`src/rtl/lamp_monitor.sv`:
```
// Tracks the bound_flasher lamp bar: level, rise/fall direction, turning points and error flags.
// Optional full-bar flash detection is enabled by defining LAMP_MON_FLASH_EN.
module lamp_monitor (
  input  logic        clk,
  input  logic        reset,
  input  logic [15:0] lamp,
  output logic [4:0]  level,
  output logic        rising,
  output logic        falling,
  output logic        turn,
  output logic [4:0]  peak,
  output logic        seq_done,
  output logic [7:0]  turn_cnt,
  output logic        err_code,
  output logic        err_step,
  output logic        flash
);

  typedef enum logic [1:0] {StIdle, StRise, StFall} state_e;

  state_e      state_q, state_d;
  logic [4:0]  level_q, level_d;
  logic [4:0]  peak_q, peak_d;
  logic [7:0]  turn_cnt_q, turn_cnt_d;
  logic        rising_q, rising_d;
  logic        falling_q, falling_d;
  logic        turn_q, turn_d;
  logic        seq_done_q, seq_done_d;
  logic        err_code_q, err_code_d;
  logic        err_step_q, err_step_d;
  logic        flash_q, flash_d;

  logic              legal;
  logic [4:0]        k;
  logic signed [5:0] delta;
  logic              big_jump;
  logic              flash_jump;

  always_comb begin
    // A thermometer code plus one is a power of two, so the AND is zero.
    legal = (({1'b0, lamp} & ({1'b0, lamp} + 17'd1)) == 17'd0);
    k = 5'd0;
    for (int i = 0; i < 16; i++) begin
      k = k + {4'd0, lamp[i]};
    end
    delta    = $signed({1'b0, k}) - $signed({1'b0, level_q});
    big_jump = (delta > 6'sd1) || (delta < -6'sd1);
`ifdef LAMP_MON_FLASH_EN
    flash_jump = ((level_q == 5'd0) && (k == 5'd16)) || ((level_q == 5'd16) && (k == 5'd0));
`else
    flash_jump = 1'b0;
`endif
  end

  always_comb begin
    state_d    = state_q;
    level_d    = level_q;
    peak_d     = peak_q;
    turn_cnt_d = turn_cnt_q;
    err_code_d = err_code_q;
    err_step_d = err_step_q;
    turn_d     = 1'b0;
    seq_done_d = 1'b0;
    flash_d    = 1'b0;

    if (!legal) begin
      err_code_d = 1'b1;
    end else begin
      level_d = k;
      if (flash_jump) begin
        flash_d = 1'b1;
        state_d = StIdle;
      end else begin
        if (big_jump) err_step_d = 1'b1;
        if (delta != 6'sd0) begin
          if (k == 5'd0) begin
            // Any run hitting zero ends the sequence; only a falling run reports completion.
            state_d    = StIdle;
            seq_done_d = (state_q == StFall);
          end else begin
            unique case (state_q)
              StIdle: state_d = (delta > 6'sd0) ? StRise : StFall;
              StRise: begin
                if (delta < 6'sd0) begin
                  state_d = StFall;
                  turn_d  = 1'b1;
                end
              end
              StFall: begin
                if (delta > 6'sd0) begin
                  state_d = StRise;
                  turn_d  = 1'b1;
                end
              end
              default: state_d = StIdle;
            endcase
          end
        end
      end
    end

    if (turn_d) begin
      peak_d = level_q;
      if (turn_cnt_q != 8'hFF) turn_cnt_d = turn_cnt_q + 8'd1;
    end

    rising_d  = (state_d == StRise);
    falling_d = (state_d == StFall);
  end

  always_ff @(posedge clk) begin
    if (reset) begin
      state_q    <= StIdle;
      level_q    <= 5'd0;
      peak_q     <= 5'd0;
      turn_cnt_q <= 8'd0;
      rising_q   <= 1'b0;
      falling_q  <= 1'b0;
      turn_q     <= 1'b0;
      seq_done_q <= 1'b0;
      err_code_q <= 1'b0;
      err_step_q <= 1'b0;
      flash_q    <= 1'b0;
    end else begin
      state_q    <= state_d;
      level_q    <= level_d;
      peak_q     <= peak_d;
      turn_cnt_q <= turn_cnt_d;
      rising_q   <= rising_d;
      falling_q  <= falling_d;
      turn_q     <= turn_d;
      seq_done_q <= seq_done_d;
      err_code_q <= err_code_d;
      err_step_q <= err_step_d;
      flash_q    <= flash_d;
    end
  end

  assign level    = level_q;
  assign rising   = rising_q;
  assign falling  = falling_q;
  assign turn     = turn_q;
  assign peak     = peak_q;
  assign seq_done = seq_done_q;
  assign turn_cnt = turn_cnt_q;
  assign err_code = err_code_q;
  assign err_step = err_step_q;
  assign flash    = flash_q;

endmodule

```
`config.mk`:
```
export PLATFORM = sky130hd
export DESIGN_NAME = lamp_monitor
export DESIGN_NICKNAME = d
export VERILOG_FILES = /design/src/rtl/lamp_monitor.sv
export SDC_FILE = /design/constraint.sdc
export NUM_CORES = 1
export LEC_CHECK = 0
export ABC_AREA = 1
export CAP_MARGIN = 20
export CORE_MARGIN = 4
export CORE_UTILIZATION = 47
export DETAILED_ROUTE_END_ITERATION = 8
export HOLD_SLACK_MARGIN = 0.15
export PLACE_DENSITY = 0.77
export SLEW_MARGIN = 20
export SYNTH_ARGS = -nofsm -noshare
export SYNTH_HDL_FRONTEND = slang
export SYNTH_SLANG_ARGS = --single-unit
```
`constraint.sdc`:
```
create_clock -name clk -period 4.5 [get_ports clk]
set_input_delay 0.45 -clock clk [delete_from_list [all_inputs] [get_ports clk]]
set_output_delay 0.45 -clock clk [all_outputs]
set_load 0.03 [all_outputs]
```
Yosys cells after proc, flatten, opt, wreduce, memory -nomap -nowiden
Cells that the tools add are included.
{ "op_classes": {"magnitude_cmp": 4, "bitwise": 4, "eq_ne": 5, "muxes": 13, "n_addsub": 18, "reduce_logical": 8} }
{ "ops": {"columns": ["op", "n"], "rows": [
  ["$add 5x1->5", 11],
  ["$add 16x1->17 const B", 1],
  ["$and 16x17->17", 1],
  ["$logic_not 17->1", 1],
  ["$lt 6x1->1 const B", 2],
  ["$mux 2", 6],
  ["$add 8x1->8 const B", 1],
  ["$ne 8x8->1 const B", 1],
  ["$gt 6x1->1 const B", 1],
  ["$gt 6x2->1 const B", 1],
  ["$pmux 2 s3", 1],
  ["$reduce_bool 6->1", 1],
  ["$sub 5x5->6", 1],
  ["$add 4x1->5", 1],
  ["$logic_not 5->1", 1],
  ["$mux 1", 5],
  ["$add 3x1->4", 1],
  ["$eq 2x1->1 const B", 2],
  ["$eq 2x2->1 const B", 2],
  ["$reduce_and 2->1", 2],
  ["$reduce_or 4->1", 1],
  ["$add 2x1->3", 1],
  ["$not 1->1", 3],
  ["$add 1x1->2", 1],
  ["3 further kinds", 3]
]} }
{ "totals": {"regBits": 26, "output_inout_bits": 25} }

Depth between registers and ports, before layout
Gate-level depths: netlist of run 1.
{ "depth": {"ltp_word": 23, "ltp_mapped": 29, "depth_no_buf": 29} }

Worst setup path before layout of run 1
No wires, ideal clock.
{ "synth_path": {"path_kind": "input-to-reg", "from": "input lamp[0]", "to": "register turn_cnt_q[4], in the netlist turn_cnt[4]", "t_arrival_ns": 4.716, "setup_time_ns": 0.116, "stages": 22, "n_path_buf": 0, "t_required_ns": 4.384, "setup_slack_ns": -0.332, "cell_sequence": "inv_1 -> fa_1 -> fa_1 -> fa_1 -> fa_1 -> inv_1 -> ha_1 -> fa_1 -> xor2_1 -> ha_1 -> a21oi_2 -> nand2_2 -> a21oi_4 -> nor2_2 -> nand2_4 -> nand3_1 -> nor2_4 -> nand3_4 -> nor2_4 -> nand3_1 -> nand2_1 -> nor2_1"} }
{ "synth_via": {"elab_chain_len": 23} }
{ "synth_rtl": {"columns": ["element", "line_no", "rtl"], "rows": [
  ["start: declaration", "6", "input logic [15:0] lamp,"],
  ["$add 1x1->2 *", "44", "k = k + {4'd0, lamp[i]};"],
  ["$add 2x1->3 *", "44", null],
  ["$add 3x1->4 *", "44", null],
  ["$add 4x1->5 *", "44", null],
  ["$add 5x1->5 * (11 in series)", "44", null],
  ["net k[2]", "34", "logic [4:0] k;"],
  ["$sub 5x5->6", "46", "delta = $signed({1'b0, k}) - $signed({1'b0, level_q});"],
  ["$gt 6x1->1 / $lt 6x1->1 (equally long branches)", "90, 84", null],
  ["$mux 1 (on tied branches)", "90, 84", null],
  ["$pmux 1 s2", "81", "unique case (state_q)"],
  ["$mux 1", "76", "if (k == 5'd0) begin"],
  ["$mux 1 *", "75", "if (delta != 6'sd0) begin"],
  ["$mux 1 *", "66", "if (!legal) begin"],
  ["$reduce_and 2->1 (no line) *", null, null],
  ["end signal: assignment", "128", "turn_cnt_q <= turn_cnt_d;"],
  ["end: declaration", "24", "logic [7:0] turn_cnt_q, turn_cnt_d;"]
]} }
Mark *: on every way through the listed nets, which the timed path passes. The rest lies on a longest branch.
A chain may end at the register's enable or synchronous reset.

Final worst setup path of run 1
{ "layout_path": {"from": "input lamp[14]", "to": "register turn_cnt_q[1], in the netlist turn_cnt[1]"} }
{ "layout_via": {"elab_chain_len": 10} }
{ "layout_rtl": {"columns": ["element", "line_no"], "rows": [
  ["$add 5x1->5 * (2 in series)", "44"],
  ["net k[2]", "34"],
  ["$sub 5x5->6", "46"],
  ["$gt 6x1->1 / $lt 6x1->1 (equally long branches)", "90, 84"],
  ["$mux 1 (on tied branches)", "90, 84"],
  ["$pmux 1 s2", "81"],
  ["$mux 1", "76"],
  ["$mux 1 *", "75"],
  ["$mux 1 *", "66"],
  ["$reduce_and 2->1 (no line) *", null]
]} }
Marked as above.

==> results of run 1 <==
[cells in the final DEF, fill, tap and decap left out, types with 3 or more instances in the layout]
master           instances
nor2_4                   6
buf_6                   11
dfxtp_1                 26
nand2_8                  3
ha_4                     4
fa_1                     7
buf_4                   83
nand3_4                  4
inv_2                   12
inv_4                    3
ha_1                    13
nor3_1                   5
nand4_1                  5
o21ai_0                  8
nand2_1                 66
o21ai_1                  5
a21oi_1                 17
nand3_2                  5
clkdlybuf4s50_1         32
nor2_1                  18
a21oi_2                  3
nand3_1                 14
nand2_2                  5
inv_1                   38
fa_2                     4
clkbuf_8                 4
[routing by layer]
metal,vias to the layer above,GRT usage,part of all wire
met2,152,0.386,0.48
met1,1197,0.305,0.41
met4,0,0.0427,0.048
met3,44,0.0307,0.071
met5,-,0,0
li1,1191,-,-
[stage by stage]
stage	instance area, µm²	hold WS, ns
finish	3550	0.472
global route	3550	0.493
CTS	3360	0.473
detailed placement	2840	0.458
global placement	2840	0.445
floorplan	2180	0.557
[final cells by class]
type,instances,share of cell area
clock buffer,4,0.0155
inverter,54,0.0614
multi-input combinational,212,0.450
sequential,26,0.147
tap,52,0.0183
timing repair buffer,129,0.308
[worst paths after layout]
check / from / end / slack [ns] / depth (start not counted)
max: lamp[14] / turn_cnt[1] / -0.44 / 22
min: err_step / err_step / 0.47 / 2
max reg2reg: level[0] / turn_cnt[1] / 2.14 / 12
min reg2reg: err_step / err_step / 0.47 / 2
[report_power, final]
| group | leakage [nW] | internal [W] | switching [W] | total, W |
|---|---|---|---|---|
| Combinational | 1.43 | 0.000624 | 0.000697 | 0.00132 |
| Clock | 0.0288 | 0.0000784 | 0.0000782 | 0.000157 |
| Sequential | 0.210 | 0.000230 | 0.000000436 | 0.000231 |
| Total | 1.67 | 0.000933 | 0.000776 | 0.00171 |
[worst max-delay path, delay by kind of cell]
family,cells,cell delay (ns)
AO/OA/AOI/OAI,2,0.36
XOR/XNOR,1,0.22
adder cells (fa/ha/maj),6,2.35
buffers and inverters,4,0.75
AND/OR/NAND/NOR,9,0.94
[registers in the layout (all words and copies together), names as in the netlist]
signal / cells
falling: 1
level: 5
turn_cnt: 8
rising: 1
turn: 1
err_code: 1
seq_done: 1
err_step: 1
peak: 5
state_q: 2
[what timing repair did]
item | CTS | global route
buffers inserted | 53 | 13
gates resized for setup | 61 | 30
setup endpoints to repair | 20 | 26
gates cloned | 0 | 1
pin swaps | 22 | 28
[cell families after synthesis]
logic type,Yosys count
other,1
AO/OA/AOI/OAI,39
buffers and inverters,58
adder cells (fa/ha/maj),28
AND/OR/NAND/NOR,140
flip-flops,26
XOR/XNOR,3
==> flow_summary.ini, run 1 <==
[synth]
ys_warn_count = 0
muxShareOfSynthArea = 0
ys_ff_latch = 26
synthCells = 295
synth_ff_type = dfxtp_1
synth_top_family_by_area = simple AND/OR/NAND/NOR gates
synth_cell_types = 34
synth.yosys.seq_area_share = 0.245
synth_edf_count = 0
yosys.area_share.xor_xnor = 0.0124
yosys-top-cells-area = dfxtp_1 (25%), nand2_1 (12%), fa_1 (10%)
synth_fa_ha_area_frac = 0.204
synth_area_per_cell_um2 = 7.19
synthSimpleGateAreaFrac = 0.326
synth_commonest_cells = nand2_1 (70), inv_1 (50), dfxtp_1 (26)
synth_top_cell_by_area = dfxtp_1
synth.most_common_cell = nand2_1
synth_compound_area_frac = 0.102
synthesis.area_um2 = 2120
synth.net_count = 341
yosysTopAreaCellShare = 0.245
synthArstFlopShare = 0

[clock_network]
cts_root_buf = clkbuf_8
clock-sinks = 26
holdBufCountCts = 0
clockBufferDepth = 2
cts-buffers-inserted = 3
cts_tree = done
htreeDepth = 1
clkSlewWorstSetupHoldPaths_ns = 0.09
clock_latency_ns = 0.27

[layout]
areaGrowthSynthToFinish_pct = 67.3
final_cells = 477
fillers = 242
nets = 472
layout-drive-gt1-share = 0.388
multi_input_area_um2 = 1600
final_core_util = 0.815
seqCellArea_um2 = 520
diodes = 0

[power_and_ir_drop]
p_leak_nw = 1.67
p_total_w = 0.00171
pwr_density_cell_nw_per_um2 = 482
irDropWorstVdd_v = 0.000626

[timing]
setup_ws_ns = -0.436
fin_skew_ns = 0.00127
finalHoldViolations = 0
tns_ns = -6.57
rsz0062_at_grt = yes
min_period_ns = 4.94
fmax_ghz = 0.203
finalSetupViolCount = 24
finalCritPeriodShare = 1.10
final_max_slew_viol_count = 0

[die]
dieWidth_um = 75.2
ioPinCount = 43
die_area_um2 = 5650
core_um2 = 4350
die_h_um = 75.2
start_util = 0.487
num_rows = 24

[global_route]
grt.total_usage = 0.225
grt_pass1_vias = 2158
grt_pass1_wl_um = 9910
grt_max_degree = 16
grt-ovfl-total = 0
antenna_found_initial = 0

[setup_path]
crit_fanout = 6
worstPathArrival_ns = 5.10
start_kind = input port
required_ns = 4.66
worstSetupPathType = in -> reg
crit_chain = clkdlybuf4s50_1, inv_1, fa_1, fa_2, fa_1, inv_2, ha_4, fa_2, xor2_2, ha_4, a21oi_4, nand2_2, nand2_1, nand3_1, nor2_2, nand2_4, nand3_4, nand2_8, nand3_4, inv_4, o21ai_1, nor2_1
end_kind = flop
slowest_delay_ns = 0.59
critical_path.slowest_cell = fa_1

[routing]
dr_total_vias = 2584
viasPerCell = 5.42
dr.pass1.iters = 5
drcViolationCount = 0
routedWlPerCell_um = 16.6
drtIter0Drc = 246
drt-total-wl_um = 7930
ant_nets = 0

[run_status]
failed_checks = setup timing
outcome = finished, violations left

[run]
cap_violations = 0

[place]
dpl_worst_slack_ns = -1.04
dpl.hpwl_um = 3970
dp_cells = 412
gp_congestion = 0.851
portBuffers = 41

[worst_hold_path]
hold_class = reg -> reg
(Power assumes the default switching activity.)
==> run 2, diff against run 1 <==
--- a/config.mk
+++ b/config.mk
@@ -9,6 +9,7 @@
 export CAP_MARGIN = 20
 export CORE_MARGIN = 4
 export CORE_UTILIZATION = 47
+export CTS_CLUSTER_DIAMETER = 60
 export DETAILED_ROUTE_END_ITERATION = 8
 export HOLD_SLACK_MARGIN = 0.15
 export PLACE_DENSITY = 0.77
==> results of run 2 <==
Final layout, timing and power as in run 1 (identical DEF).
==> run 3, diff against run 2 <==
--- a/config.mk
+++ b/config.mk
@@ -8,11 +8,12 @@
 export ABC_AREA = 1
 export CAP_MARGIN = 20
 export CORE_MARGIN = 4
-export CORE_UTILIZATION = 47
+export CORE_UTILIZATION = 52
 export CTS_CLUSTER_DIAMETER = 60
+export CTS_CLUSTER_SIZE = 24
 export DETAILED_ROUTE_END_ITERATION = 8
 export HOLD_SLACK_MARGIN = 0.15
-export PLACE_DENSITY = 0.77
+export PLACE_DENSITY = 0.81
 export SLEW_MARGIN = 20
 export SYNTH_ARGS = -nofsm -noshare
 export SYNTH_HDL_FRONTEND = slang
==> constraint.sdc (replaced) <==
create_clock -name clk -period 5.5 [get_ports clk]
set_input_delay 0.55 -clock clk [delete_from_list [all_inputs] [get_ports clk]]
set_output_delay 0.55 -clock clk [all_outputs]
set_load 0.03 [all_outputs]
==> run 3 against run 2 <==
  * The run now ends clean
  * Setup slack better by 0.46 ns
  * Combinational power shrank 23%
  * Clock power is 20% lower
  * Wire length decreased by 30%
  * Power decreased by 22%
  * Sequential share of layout area is 3.0 points higher
  * Clock skew grew 0.014 ns
  * Non-clock buffer count decreased by 67
  * Cell area is 17% lower
  * Die area down 8.6%
  * Largest cell class unchanged
  * Largest power group unchanged
==> flow_summary.ini, run 3 (synthesized netlist as in run 1, its figures left out) <==
[clock_network]
clock_latency_ns = 0.28
clkSlewWorstSetupHoldPaths_ns = 0.10
clock-sinks = 26
htreeDepth = 1
cts_tree = done
holdBufCountCts = 0
cts_root_buf = clkbuf_8
cts-buffers-inserted = 3
clockBufferDepth = 2

[routing]
dr.pass1.iters = 4
drcViolationCount = 0
ant_nets = 0
dr_total_vias = 2154
viasPerCell = 5.32
routedWlPerCell_um = 13.7
drtIter0Drc = 185
drt-total-wl_um = 5550

[die]
start_util = 0.558
die_area_um2 = 5160
ioPinCount = 43
die_h_um = 71.9
core_um2 = 3800
dieWidth_um = 71.9
num_rows = 22

[power_and_ir_drop]
switchingPower_w = 0.000620
swShare = 0.467
clkPwrFrac = 0.094
p_comb_frac = 0.764
power_frac_seq = 0.142
irDropWorstVdd_v = 0.000397
p_int_w = 0.000708
p_leak_nw = 1.37
pwr_density_cell_nw_per_um2 = 451

[worst_hold_path]
hold_class = reg -> reg

[place]
dp_cells = 398
dpl_worst_slack_ns = -0.240
gp_congestion = 0.897
portBuffers = 41
placedInstanceArea_um2 = 2700
dpl.hpwl_um = 4060

[layout]
final_cells = 405
nets = 404
largest_register_ffs = 8
fin_area_um2 = 2950
final_cell_mix = nand2_1 (65), inv_1 (43), clkdlybuf4s50_1 (36)
final_core_util = 0.776
areaGrowthSynthToFinish_pct = 38.9
fillers = 268
layout-drive-gt1-share = 0.216
diodes = 0
final_common_cell = nand2_1

[setup_path]
critPathMostFrequentCell = nand2_1
reg2reg_slack_ns = 3.19
crit_fanout = 6
end_kind = flop
worstPathArrival_ns = 5.66
worstSetupPathType = in -> reg
crit_chain = clkdlybuf4s50_1, inv_1, fa_1, fa_1, fa_2, fa_1, inv_1, ha_4, fa_2, xor2_2, ha_4, a21oi_4, nand2_2, nand2_1, nand3_1, nor2_2, nand2_4, buf_4, nand3_1, nand3_1, nand2_1, nand2_1, nand2_1, inv_1
required_ns = 5.68
critical_path.slowest_cell = fa_1
slowest_delay_ns = 0.55
start_kind = input port

[timing]
finalSetupViolCount = 0
fin_skew_ns = 0.0151
fmax_ghz = 0.183
setup_ws_ns = 0.0284
finalHoldViolations = 0
min_period_ns = 5.47
tns_ns = 0
final_max_slew_viol_count = 0
finalCritPeriodShare = 0.995

[global_route]
grt_max_degree = 16
antenna_found_initial = 0
grt_pass1_wl_um = 8150
grt.total_usage = 0.192
grt_pass1_vias = 1903
grt-ovfl-total = 0

[run_status]
outcome = finished clean

[run]
cap_violations = 0
## run 3: changes by cell type in the layout (fill, tap and decap cells not counted), sizes merged
| cell | before | now |
|---|---|---|
| buf | 97 | 21 |
| dlymetal6s2s | 0 | 5 |
| clkdlybuf4s50 | 32 | 36 |
| nand2 | 76 | 75 |
## run 3: critical path: cells and delay by family
family | cells | cell delay (ns)
buf+inv | 5 | 0.85
xor+xnor | 1 | 0.26
simple gates | 10 | 1.00
compound gates | 1 | 0.17
fa+ha+maj | 7 | 2.84
## run 3: layout make-up
cell class / instances / area, µm² / share of cell area
clock buffer: 4 / 55.1 / 0.0187
inverter: 54 / 203 / 0.0688
multi-input combinational: 211 / 1530 / 0.518
sequential: 26 / 520 / 0.177
tap: 48 / 60.1 / 0.0204
timing repair buffer: 62 / 581 / 0.197
## run 3: path summary, 6_finish.rpt
| path | cells after the start | from | endpoint |
|---|---|---|---|
| min | 2 | peak[4] | peak[4] |
| min reg2reg | 2 | peak[4] | peak[4] |
| max reg2reg | 15 | level[0] | turn_cnt[3] |
| max | 24 | lamp[9] | state_q[0] |
## run 3: power groups by stage
stage / combinational (W) / clock [W] / sequential [W]
final: 0.00101 / 0.000125 / 0.000189
after global routing: 0.00111 / 0.000130 / 0.000189
after CTS: 0.000759 / 0.000123 / 0.000189
after detailed placement: 0.000754 / 0 / 0.000193
after global placement: 0.000739 / 0 / 0.000193
after floorplan: 0.000521 / 0 / 0.000194
## run 3: routing by layer
layer  wire length, µm  global-route usage
met2              2640               0.309
met4               112              0.0459
met5                 0                   0
met1              2410               0.274
met3               388              0.0224
## run 3: repair_timing
| action | in CTS | in global routing |
|---|---|---|
| buffers inserted | 0 | 3 |
| endpoints found under the setup margin | 0 | 17 |
| resized for setup | 0 | 41 |
## run 3: metrics by stage
step | hold WS [ns] | power, W
2_1_floorplan | 0.557 | 0.000715
3_3_place_gp | 0.444 | 0.000932
3_5_place_dp | 0.451 | 0.000947
4_1_cts | 0.465 | 0.00107
5_1_grt | 0.496 | 0.00143
6_report | 0.466 | 0.00133
